### src/rtl/lcd_update_arbiter_if.sv
// Requester and LCD-side signal bundle for lcd_update_arbiter.
// The slave modport is the arbiter; the master modport is the client/LCD side.
interface lcd_update_arbiter_if #(
  parameter int NUM_REQ     = 4,
  parameter int LINE_LENGTH = 16
);
  localparam int LW = 8 * LINE_LENGTH;

  logic [NUM_REQ-1:0]    req;
  logic [NUM_REQ*LW-1:0] req_line1;
  logic [NUM_REQ*LW-1:0] req_line2;
  logic [NUM_REQ-1:0]    grant;
  logic [NUM_REQ-1:0]    ack;
  logic                  timeout;
  logic                  busy;
  logic                  lcd_send;
  logic [LW-1:0]         lcd_line1;
  logic [LW-1:0]         lcd_line2;
  logic                  lcd_done;

  modport master (
    output req, req_line1, req_line2, lcd_done,
    input  grant, ack, timeout, busy, lcd_send, lcd_line1, lcd_line2
  );

  modport slave (
    input  req, req_line1, req_line2, lcd_done,
    output grant, ack, timeout, busy, lcd_send, lcd_line1, lcd_line2
  );
endinterface

### src/rtl/lcd_update_arbiter.sv
// Round-robin arbiter sharing the two-line LCD text path between requesters.
//
// state  | meaning
// -------+----------------------------------------------------------------
// IDLE   | no transfer; arbitrate among set req bits starting after ptr
// SEND   | winner text latched; lcd_send strobe registered this cycle
// WAIT   | waiting for lcd_done rising edge or timeout down-counter at 0
// GAP    | enforcing the minimum idle gap before the next arbitration
module lcd_update_arbiter #(
  parameter int NUM_REQ     = 4,
  parameter int LINE_LENGTH = 16,
  parameter int MIN_GAP     = 1000,
  parameter int TIMEOUT     = 2_000_000
) (
  input logic            CLK,
  input logic            RESET,
  lcd_update_arbiter_if.slave bus
);
  localparam int LW    = 8 * LINE_LENGTH;
  localparam int PTR_W = $clog2(NUM_REQ);
  localparam int TO_W  = $clog2(TIMEOUT + 1);
  localparam int GAP_W = (MIN_GAP > 1) ? $clog2(MIN_GAP) : 1;

  localparam logic [TO_W-1:0]  TO_LOAD  = TO_W'(TIMEOUT);
  localparam logic [GAP_W-1:0] GAP_LOAD = GAP_W'((MIN_GAP > 0) ? MIN_GAP - 1 : 0);
  localparam logic [LW-1:0]    SPACES   = {LINE_LENGTH{8'h20}};
  localparam logic [PTR_W-1:0] PTR_INIT = PTR_W'(NUM_REQ - 1);

  typedef enum logic [1:0] {
    S_IDLE = 2'd0,
    S_SEND = 2'd1,
    S_WAIT = 2'd2,
    S_GAP  = 2'd3
  } state_t;

  state_t             state_q, state_d;
  logic [PTR_W-1:0]   ptr_q, ptr_d;
  logic [NUM_REQ-1:0] grant_q, grant_d;
  logic [NUM_REQ-1:0] ack_q, ack_d;
  logic               timeout_q, timeout_d;
  logic               busy_q, busy_d;
  logic               send_q, send_d;
  logic [LW-1:0]      line1_q, line1_d;
  logic [LW-1:0]      line2_q, line2_d;
  logic [TO_W-1:0]    to_cnt_q, to_cnt_d;
  logic [GAP_W-1:0]   gap_cnt_q, gap_cnt_d;
  logic               done_q;

  logic               found;
  logic [PTR_W-1:0]   cand;
  logic [PTR_W-1:0]   win;
  logic [NUM_REQ-1:0] win_oh;
  logic [LW-1:0]      sel_line1;
  logic [LW-1:0]      sel_line2;
  logic               done_rise;

  assign done_rise = bus.lcd_done & ~done_q;

  // Round-robin search upward from ptr+1 and select the winner's text.
  always_comb begin
    found     = 1'b0;
    cand      = '0;
    win       = ptr_q;
    win_oh    = '0;
    sel_line1 = '0;
    sel_line2 = '0;
    for (int k = 1; k <= NUM_REQ; k++) begin
      cand = PTR_W'((int'(ptr_q) + k) % NUM_REQ);
      if (!found && bus.req[cand]) begin
        found = 1'b1;
        win   = cand;
      end
    end
    win_oh[win] = 1'b1;
    for (int k = 0; k < NUM_REQ; k++) begin
      if (win == PTR_W'(k)) begin
        sel_line1 = bus.req_line1[k*LW +: LW];
        sel_line2 = bus.req_line2[k*LW +: LW];
      end
    end
  end

  // Next-state and registered-output decode; every output is a flop.
  always_comb begin
    state_d   = state_q;
    ptr_d     = ptr_q;
    grant_d   = grant_q;
    ack_d     = '0;
    timeout_d = 1'b0;
    send_d    = 1'b0;
    line1_d   = line1_q;
    line2_d   = line2_q;
    to_cnt_d  = to_cnt_q;
    gap_cnt_d = gap_cnt_q;
    unique case (state_q)
      S_IDLE: begin
        if (found) begin
          line1_d = sel_line1;
          line2_d = sel_line2;
          grant_d = win_oh;
          ptr_d   = win;
          state_d = S_SEND;
        end
      end
      S_SEND: begin
        send_d   = 1'b1;
        to_cnt_d = TO_LOAD;
        state_d  = S_WAIT;
      end
      S_WAIT: begin
        // A done edge in the same cycle as terminal count still completes.
        if (done_rise || to_cnt_q == '0) begin
          if (done_rise) ack_d = grant_q;
          else           timeout_d = 1'b1;
          grant_d = '0;
          if (MIN_GAP == 0) begin
            state_d = S_IDLE;
          end else begin
            state_d   = S_GAP;
            gap_cnt_d = GAP_LOAD;
          end
        end else begin
          to_cnt_d = to_cnt_q - TO_W'(1);
        end
      end
      S_GAP: begin
        if (gap_cnt_q == '0) state_d = S_IDLE;
        else                 gap_cnt_d = gap_cnt_q - GAP_W'(1);
      end
      default: state_d = S_IDLE;
    endcase
    busy_d = (state_d != S_IDLE);
  end

  // State and output registers; done_q tracks lcd_done in every state.
  always_ff @(posedge CLK or posedge RESET) begin
    if (RESET) begin
      state_q   <= S_IDLE;
      ptr_q     <= PTR_INIT;
      grant_q   <= '0;
      ack_q     <= '0;
      timeout_q <= 1'b0;
      busy_q    <= 1'b0;
      send_q    <= 1'b0;
      line1_q   <= SPACES;
      line2_q   <= SPACES;
      to_cnt_q  <= '0;
      gap_cnt_q <= '0;
      done_q    <= 1'b0;
    end else begin
      state_q   <= state_d;
      ptr_q     <= ptr_d;
      grant_q   <= grant_d;
      ack_q     <= ack_d;
      timeout_q <= timeout_d;
      busy_q    <= busy_d;
      send_q    <= send_d;
      line1_q   <= line1_d;
      line2_q   <= line2_d;
      to_cnt_q  <= to_cnt_d;
      gap_cnt_q <= gap_cnt_d;
      done_q    <= bus.lcd_done;
    end
  end

  assign bus.grant     = grant_q;
  assign bus.ack       = ack_q;
  assign bus.timeout   = timeout_q;
  assign bus.busy      = busy_q;
  assign bus.lcd_send  = send_q;
  assign bus.lcd_line1 = line1_q;
  assign bus.lcd_line2 = line2_q;
endmodule

### src/flat_wrapper.sv
// flat-port wrapper written by rule: the top's interface ports become plain ports
module lcd_update_arbiter_flat 
#(
  parameter int NUM_REQ     = 4,
  parameter int LINE_LENGTH = 16,
  parameter int MIN_GAP     = 1000,
  parameter int TIMEOUT     = 2_000_000
)
  (CLK, RESET, bus_req, bus_req_line1, bus_req_line2, bus_lcd_done, bus_grant, bus_ack, bus_timeout, bus_busy, bus_lcd_send, bus_lcd_line1, bus_lcd_line2);
  lcd_update_arbiter_if #(.NUM_REQ(NUM_REQ), .LINE_LENGTH(LINE_LENGTH)) bus_i ();
  input logic CLK;
  input logic RESET;
  input wire logic [$bits(bus_i.req)-1:0] bus_req;
  input wire logic [$bits(bus_i.req_line1)-1:0] bus_req_line1;
  input wire logic [$bits(bus_i.req_line2)-1:0] bus_req_line2;
  input wire logic [$bits(bus_i.lcd_done)-1:0] bus_lcd_done;
  output wire logic [$bits(bus_i.grant)-1:0] bus_grant;
  output wire logic [$bits(bus_i.ack)-1:0] bus_ack;
  output wire logic [$bits(bus_i.timeout)-1:0] bus_timeout;
  output wire logic [$bits(bus_i.busy)-1:0] bus_busy;
  output wire logic [$bits(bus_i.lcd_send)-1:0] bus_lcd_send;
  output wire logic [$bits(bus_i.lcd_line1)-1:0] bus_lcd_line1;
  output wire logic [$bits(bus_i.lcd_line2)-1:0] bus_lcd_line2;
  assign bus_i.req = bus_req;
  assign bus_i.req_line1 = bus_req_line1;
  assign bus_i.req_line2 = bus_req_line2;
  assign bus_i.lcd_done = bus_lcd_done;
  assign bus_grant = bus_i.grant;
  assign bus_ack = bus_i.ack;
  assign bus_timeout = bus_i.timeout;
  assign bus_busy = bus_i.busy;
  assign bus_lcd_send = bus_i.lcd_send;
  assign bus_lcd_line1 = bus_i.lcd_line1;
  assign bus_lcd_line2 = bus_i.lcd_line2;
  lcd_update_arbiter #(.NUM_REQ(NUM_REQ), .LINE_LENGTH(LINE_LENGTH), .MIN_GAP(MIN_GAP), .TIMEOUT(TIMEOUT)) u_core (.CLK(CLK), .RESET(RESET), .bus(bus_i));
endmodule
### config.mk
export PLATFORM = sky130hd
export DESIGN_NAME = lcd_update_arbiter_flat
export DESIGN_NICKNAME = d
export VERILOG_FILES = /design/src/rtl/lcd_update_arbiter_if.sv /design/src/rtl/lcd_update_arbiter.sv /design/src/flat_wrapper.sv
export SDC_FILE = /design/constraint.sdc
export NUM_CORES = 1
export LEC_CHECK = 0
export CORE_AREA = 2 2 511 513
export DETAILED_ROUTE_END_ITERATION = 10
export DIE_AREA = 0 0 513 515
export DONT_BUFFER_PORTS = 1
export GPL_TIMING_DRIVEN = 0
export PLACE_DENSITY = 0.3
export SLEW_MARGIN = 5
export SYNTH_ARGS = -nofsm -noshare
export SYNTH_HDL_FRONTEND = slang
export SYNTH_SLANG_ARGS = --single-unit
### constraint.sdc
create_clock -name CLK -period 19.65 [get_ports CLK]
set_input_delay 2.9475 -clock CLK [delete_from_list [all_inputs] [get_ports CLK]]
set_output_delay 2.9475 -clock CLK [all_outputs]
set_load 0.02 [all_outputs]
==> metrics.txt, run 1 <==
Area growth, synth to finish 34.0%; Avg Synthesized Cell Area 8.84 um^2; number of enable flip-flop cells after synthesis 0; arrival time worst endpoint 6.69 ns; TritonCTS buffer count between 40 and 50; Switching Power roughly 1400 uW; post-route standard cell area excluding fillers 25500 um^2; CTS tree built; number of setup violations in the final report 0; endpoints failing hold 0; vertical die dimension 515 um; placeable core region 259000 um^2; share of flip-flops with an asynchronous set or reset after synthesis 100%; most instantiated flip-flop cell in the synthesis netlist dfrtp_1; total of hold buffers inserted after clock tree synthesis 0; Power Dens Cells 114 nW/um^2; number of antenna violations at the first check in global routing 363; routed wire length per instance 45.3 um; Worst Path Class, Setup primary input to flip-flop; endpoint type of the worst setup path flip-flop; kind of path behind the tightest hold check flip-flop to flip-flop; vias in the first global route 21000; number of resized instances in the post-cts repair step 0; post-DP HPWL 233000 um; maximum number of pins on one net before global-route repair 85; effective utilization at floorplan around 7.3%; final setup skew 0.0524 ns; maximum achievable frequency 162 MHz; nature of the critical path startpoint primary input; transition time at the pin with the least slew margin 1.32 ns; post-synthesis sequential area ratio 40.1%; fraction of power spent switching nets 48.5%; number of antenna-violating nets in the routed design 0; overall overflow remaining after global route 0; Flop pwr share 41.0%; Leakage Power between 0.008 and 0.009 uW; drt initial violations 2219; worst path required time about 20 ns; status completed; Die X 513 um; final design utilization under 10%; fin crit period between 6 and 7 ns; Final Max Slew Viols 0; first-pass GRT wire length 311000 um; instance area after placement 23600 um^2; Max H-tree Level 2; Warnings, synthesis 0; clock sink count between 300 and 400; number of detailed-routing iterations run before antenna repair 5; crit share post-route 31.4%; RSZ-0062 raised after global routing no; Internal Power 1500 uW; CTS clock-pin slew for the worst setup and hold paths 0.06 ns; final wirelength ~260000 um; Clock Power Share 30.7%; setup TNS 0 ns; die area 264000 um^2; peak supply drop roughly 0.07 mV; insertion delay of the later-clocked pin in the worst-skew pair 0.71 ns; Site Rows approximately 190; distinct cell type count of the synthesized netlist 54; number of post-CTS setup repair buffers 0; part of the total power dissipated in combinational logic 28.2%; # DRC 0; Avg Vias per Cell 3.93; Buffers on Ports 0; post-synthesis cell count roughly 2100; overall via count from detail_route 22800; Max-Cap Viols 0; Syn Nets about 3200; share of post-route cells with drive strength above 1 just under 9%; Yosys reg bits 303; final estimated routing congestion in global placement 0.969; number of nets at the end of the flow 3245; clock tree root buffer cell clkbuf_16; number of buffers between clock root and the deepest sink 3; worst rel slew slack 11.8%; Post-Syn Area 19000 um^2; count of pins on the block boundary 1298; CP max FO 10; GRT Util Overall a little under a fifth
## critical path, cell delays in order
cell and delay (ns):
buf_2 0.17, nor3b_1 0.18, a211oi_1 0.57, nand2_1 0.36, clkbuf_2 0.52, clkbuf_1 0.62
a211oi_1 1.06, o21ai_0 0.21
## per-stage QoR
stage / total power, uW / std cells / hold slack, ns / worst slack (ns)
3_5_place_dp: 2040 / 5564 / 0.466 / 12.54
3_3_place_gp: 2030 / 5551 / 0.464 / 0.999
4_1_cts: 2960 / 5653 / 0.474 / 13.32
5_1_grt: 3050 / 5691 / 0.493 / 13.30
6_report: 2920 / 5792 / 0.469 / 13.49
2_1_floorplan: 1500 / 2149 / 0.436 / 8.38
## cells in the mapped netlist, types with 9 or more instances
library cell | count | area share (%)
buf_2 | 13 | 0.34
o31ai_1 | 40 | 1.6
a21oi_1 | 54 | 1.4
and4_1 | 189 | 8.7
dfrtp_1 | 269 | 35
and3_1 | 42 | 1.4
nor2_1 | 84 | 1.7
clkbuf_1 | 239 | 4.7
or4_1 | 13 | 0.51
mux2_2 | 15 | 0.89
inv_1 | 9 | 0.18
o21ai_0 | 214 | 5.6
a21o_1 | 26 | 1.0
a31oi_1 | 25 | 0.82
a31o_2 | 15 | 0.69
dfstp_2 | 34 | 4.7
nand2_1 | 243 | 4.8
a211oi_1 | 227 | 9.0
nand3_1 | 48 | 1.3
o2111ai_1 | 14 | 0.65
or3_1 | 9 | 0.30
o221ai_1 | 187 | 8.6
a2bb2oi_1 | 35 | 1.6
buf_1 | 16 | 0.32
o2bb2ai_1 | 15 | 0.69
## sequential cells by signal, summed over array words and instances, names as in the netlist, 2 cells and up
| register | count |
|---|---|
| u_core.bus.lcd_line1 | 128 |
| u_core.gap_cnt_q | 10 |
| u_core.bus.grant | 4 |
| u_core.bus.ack | 4 |
| u_core.bus.lcd_line2 | 128 |
| u_core.ptr_q | 2 |
| u_core.to_cnt_q | 21 |
| u_core.state_q | 2 |
## power by group through the flow
stage,registers [uW],logic (uW),clock network [uW]
after global routing,1210,898,940
final,1200,823,896
after floorplan,1040,459,0
after global placement,1210,816,0
after detailed placement,1210,833,0
after CTS,1200,836,922
## area by class of cell
cell class              instances  area (um^2)
diodes                        139          348
plain buffers                 268         1050
clock buffers                  73         1370
clock inverters                16          130
fillers                     30100       233000
inverters                      10         45.0
multi-input cells            1568        10300
flip-flops and latches        303         7620
well taps                    3402         4260
repair buffers                 13          299
## placed cells by master, fill, tap and decap left out, types with 25 or more instances in the layout
cell type and instances:
dfstp_2 34, clkbuf_1 239, nand3_1 48, a211oi_1 226, and3_1 42, a2bb2oi_1 34, diode_2 139, a21o_1 26
and4_1 189, nor2_1 83, dfrtp_1 269, o21ai_0 214, clkbuf_16 48, a31oi_1 25, nand2_1 243, o31ai_1 40
o221ai_1 187, a21oi_1 54
## worst paths after layout
check	slack [ns]	start	endpoint	depth (start not counted)
worst max-delay path	13.49	bus_req[3]	u_core.bus.lcd_line1[22]	8
worst min-delay path	0.47	u_core.to_cnt_q[13]	u_core.to_cnt_q[13]	1
worst max register to register	15.03	u_core.ptr_q[0]	u_core.bus.lcd_line1[22]	8
worst min register to register	0.47	u_core.to_cnt_q[13]	u_core.to_cnt_q[13]	1
max in group asynchronous	15.83	RESET	u_core.bus.lcd_line1[71]	3
min in group asynchronous	2.17	RESET	u_core.bus.lcd_line1[32]	1
## cells by family after synthesis
group	share of synthesized area [%]
AND/OR/NAND/NOR	20.2
XOR/XNOR	0.0922
buffers and inverters	5.58
multiplexers	1.15
flip-flops	40.1
adder cells (fa/ha/maj)	0.132
AO/OA/AOI/OAI	32.7
## layer usage
layer	track usage (%)	part of all wire, %	up-vias
met3	11.3	14	640
met4	5.99	3.7	166
met2	31.0	46	1858
met1	20.4	36	11300
met5	0	0.42	-
li1	-	-	8861
Power figures use the tool's default switching activity.
==> inputs of run 2 (changes only) <==
==> constraint.sdc (replaced) <==
create_clock -name CLK -period 6.4 [get_ports CLK]
set_input_delay 0.96 -clock CLK [delete_from_list [all_inputs] [get_ports CLK]]
set_output_delay 0.96 -clock CLK [all_outputs]
set_load 0.02 [all_outputs]
==> metrics.txt, run 2 (same netlist as run 1, synthesis figures left out) <==
status completed; Layout Cells excl Fill 5795; most common cell after layout, fill and taps aside dfrtp_1; Worst Path Class, Setup flip-flop to flip-flop; commonest cells after routing, fill and taps aside dfrtp_1 (269), nand2_1 (243), clkbuf_1 (232), a211oi_1 (226), o21ai_0 (214); number of antenna violations at the first check in global routing 370; number of buffers between clock root and the deepest sink 3; startpoint of the lowest-slack register-to-register path u_core.ptr_q[0]; Reg-to-Reg End u_core.bus.lcd_line1[23]; vertical die dimension 515 um; clock sink count around 300; arrival time worst endpoint 4.97 ns; Final Max Slew Viols 0; CP max FO 10; post-DP HPWL between 200000 and 250000 um; number of post-CTS setup repair buffers 0; CTS tree built; peak supply drop 0.207 mV; final design utilization between 9 and 10%; die area ~260000 um^2; transition time at the pin with the least slew margin 1.42 ns; CTS clock-pin slew for the worst setup and hold paths 0.06 ns; GRT Util Overall 19.2%; Die X 513 um; first-pass GRT wire length 313000 um; final wirelength 264000 um; final estimated routing congestion in global placement 0.963; Leakage Power 0.00821 uW; fin crit period 4.45 ns; endpoints failing hold 0; crit share post-route 69.5%; number of setup violations in the final report 0; # DRC 0; total instance count after detailed placement 5573; worst path required time 6.93 ns; instance area after placement 23800 um^2; worst rel slew slack 5.24%; nature of the critical path startpoint flip-flop; final setup skew 0.0316 ns; Max-Cap Viols 0; drt initial violations 2055; Site Rows 187; number of resized instances in the post-cts repair step 0; cell with the biggest individual delay on the critical path a211oi_1; post-route standard cell area excluding fillers around 26000 um^2; effective utilization at floorplan 7.35%; clock tree root buffer cell clkbuf_16; share of post-route cells with drive strength above 1 9.42%; launching instance or port of the critical path u_core.ptr_q[0]; Max H-tree Level 2; kind of path behind the tightest hold check primary input to asynchronous set/reset pin; worst reg-to-reg path cell count 8; slack of the worst reg-to-reg path 1.95 ns; endpoint type of the worst setup path flip-flop; RSZ-0062 raised after global routing no; placeable core region between 200000 and 300000 um^2; total of hold buffers inserted after clock tree synthesis 0; Area growth, synth to finish 35.8%; Buffers on Ports 0; number of antenna-violating nets in the routed design 0; vias in the first global route 20900; Power Dens Cells around 360 nW/um^2; insertion delay of the later-clocked pin in the worst-skew pair 0.69 ns; TritonCTS buffer count 50; maximum number of pins on one net before global-route repair 34; endpoint of the worst setup timing path u_core.bus.lcd_line1[23]; overall overflow remaining after global route 0; Critical Path Max Stage Delay 0.95 ns; maximum achievable frequency 225 MHz; routed wire length per instance 45.6 um; number of nets at the end of the flow around 3300; overall via count from detail_route 22600; count of pins on the block boundary ~1300; critical-path cell list clkbuf_1 -> nor3b_1 -> a211oi_1 -> nand2_1 -> clkbuf_2 -> clkbuf_1 -> a211oi_1 -> o21ai_0; number of detailed-routing iterations run before antenna repair 5; Avg Vias per Cell 3.90
## run 2: cell types whose count changed in the layout (fill, tap and decap cells not counted), sizes merged
cell	previous run	this run
buf	42	51
bufinv	0	6
clkbuf	312	306
clkinv	9	11
clkinvlp	5	3
diode	139	131
inv	12	14
## run 2: how the worst min path moves through the flow
stage | start | endpoint | cells after the start
after floorplan | u_core.to_cnt_q[13] | u_core.to_cnt_q[13] | 1
after global placement | u_core.to_cnt_q[9] | u_core.to_cnt_q[9] | 1
after detailed placement | u_core.to_cnt_q[9] | u_core.to_cnt_q[9] | 1
after CTS | RESET | u_core.bus.lcd_line1[118] | 1
after global routing | RESET | u_core.bus.lcd_line1[118] | 1
final | RESET | u_core.bus.lcd_line1[38] | 1
## run 2: worst max-delay path, delay by kind of cell (launching register included)
kind / cells / cell delay [ns]
buf+inv: 3 / 1.51
compound gates: 3 / 1.72
flops: 1 / 0.54
simple gates: 2 / 0.50
## run 2: cell type report
| type | count | area (um^2) |
|---|---|---|
| tap | 3402 | 4260 |
| sequential | 303 | 7620 |
| clock buffer | 67 | 1400 |
| clock inverter | 24 | 324 |
| antenna | 131 | 328 |
| fill | 30000 | 233000 |
| buffer | 268 | 1040 |
| timing repair buffer | 22 | 450 |
| inverter | 10 | 41.3 |
| multi-input combinational | 1568 | 10300 |
## run 2: layer usage
metal / up-vias / track usage, % / part of all wire [%]
met5: - / 0 / 0.40
met4: 158 / 5.11 / 3.1
met3: 611 / 10.5 / 13
met2: 1783 / 31.8 / 46
met1: 11200 / 21.0 / 37
li1: 8859 / - / -
## run 2: per-stage QoR
step	setup TNS (ns)	hold slack (ns)	total power, uW	setup slack [ns]
CTS	0	0.0268	9460	1.71
global placement	-610.71	0.462	6200	-2.38
finish	0	0.110	9270	1.95
detailed placement	0	0.465	6260	1.41
floorplan	0	0.436	4610	1.44
global route	0	0.0671	9700	1.63
## run 2: power breakdown
group          leakage [uW]  switching [uW]  internal (uW)  total, uW
combinational       0.00383            1760            728       2480
clock              0.000845            1310           1780       3090
sequential          0.00353            1280           2410       3690
total               0.00821            4350           4920       9270
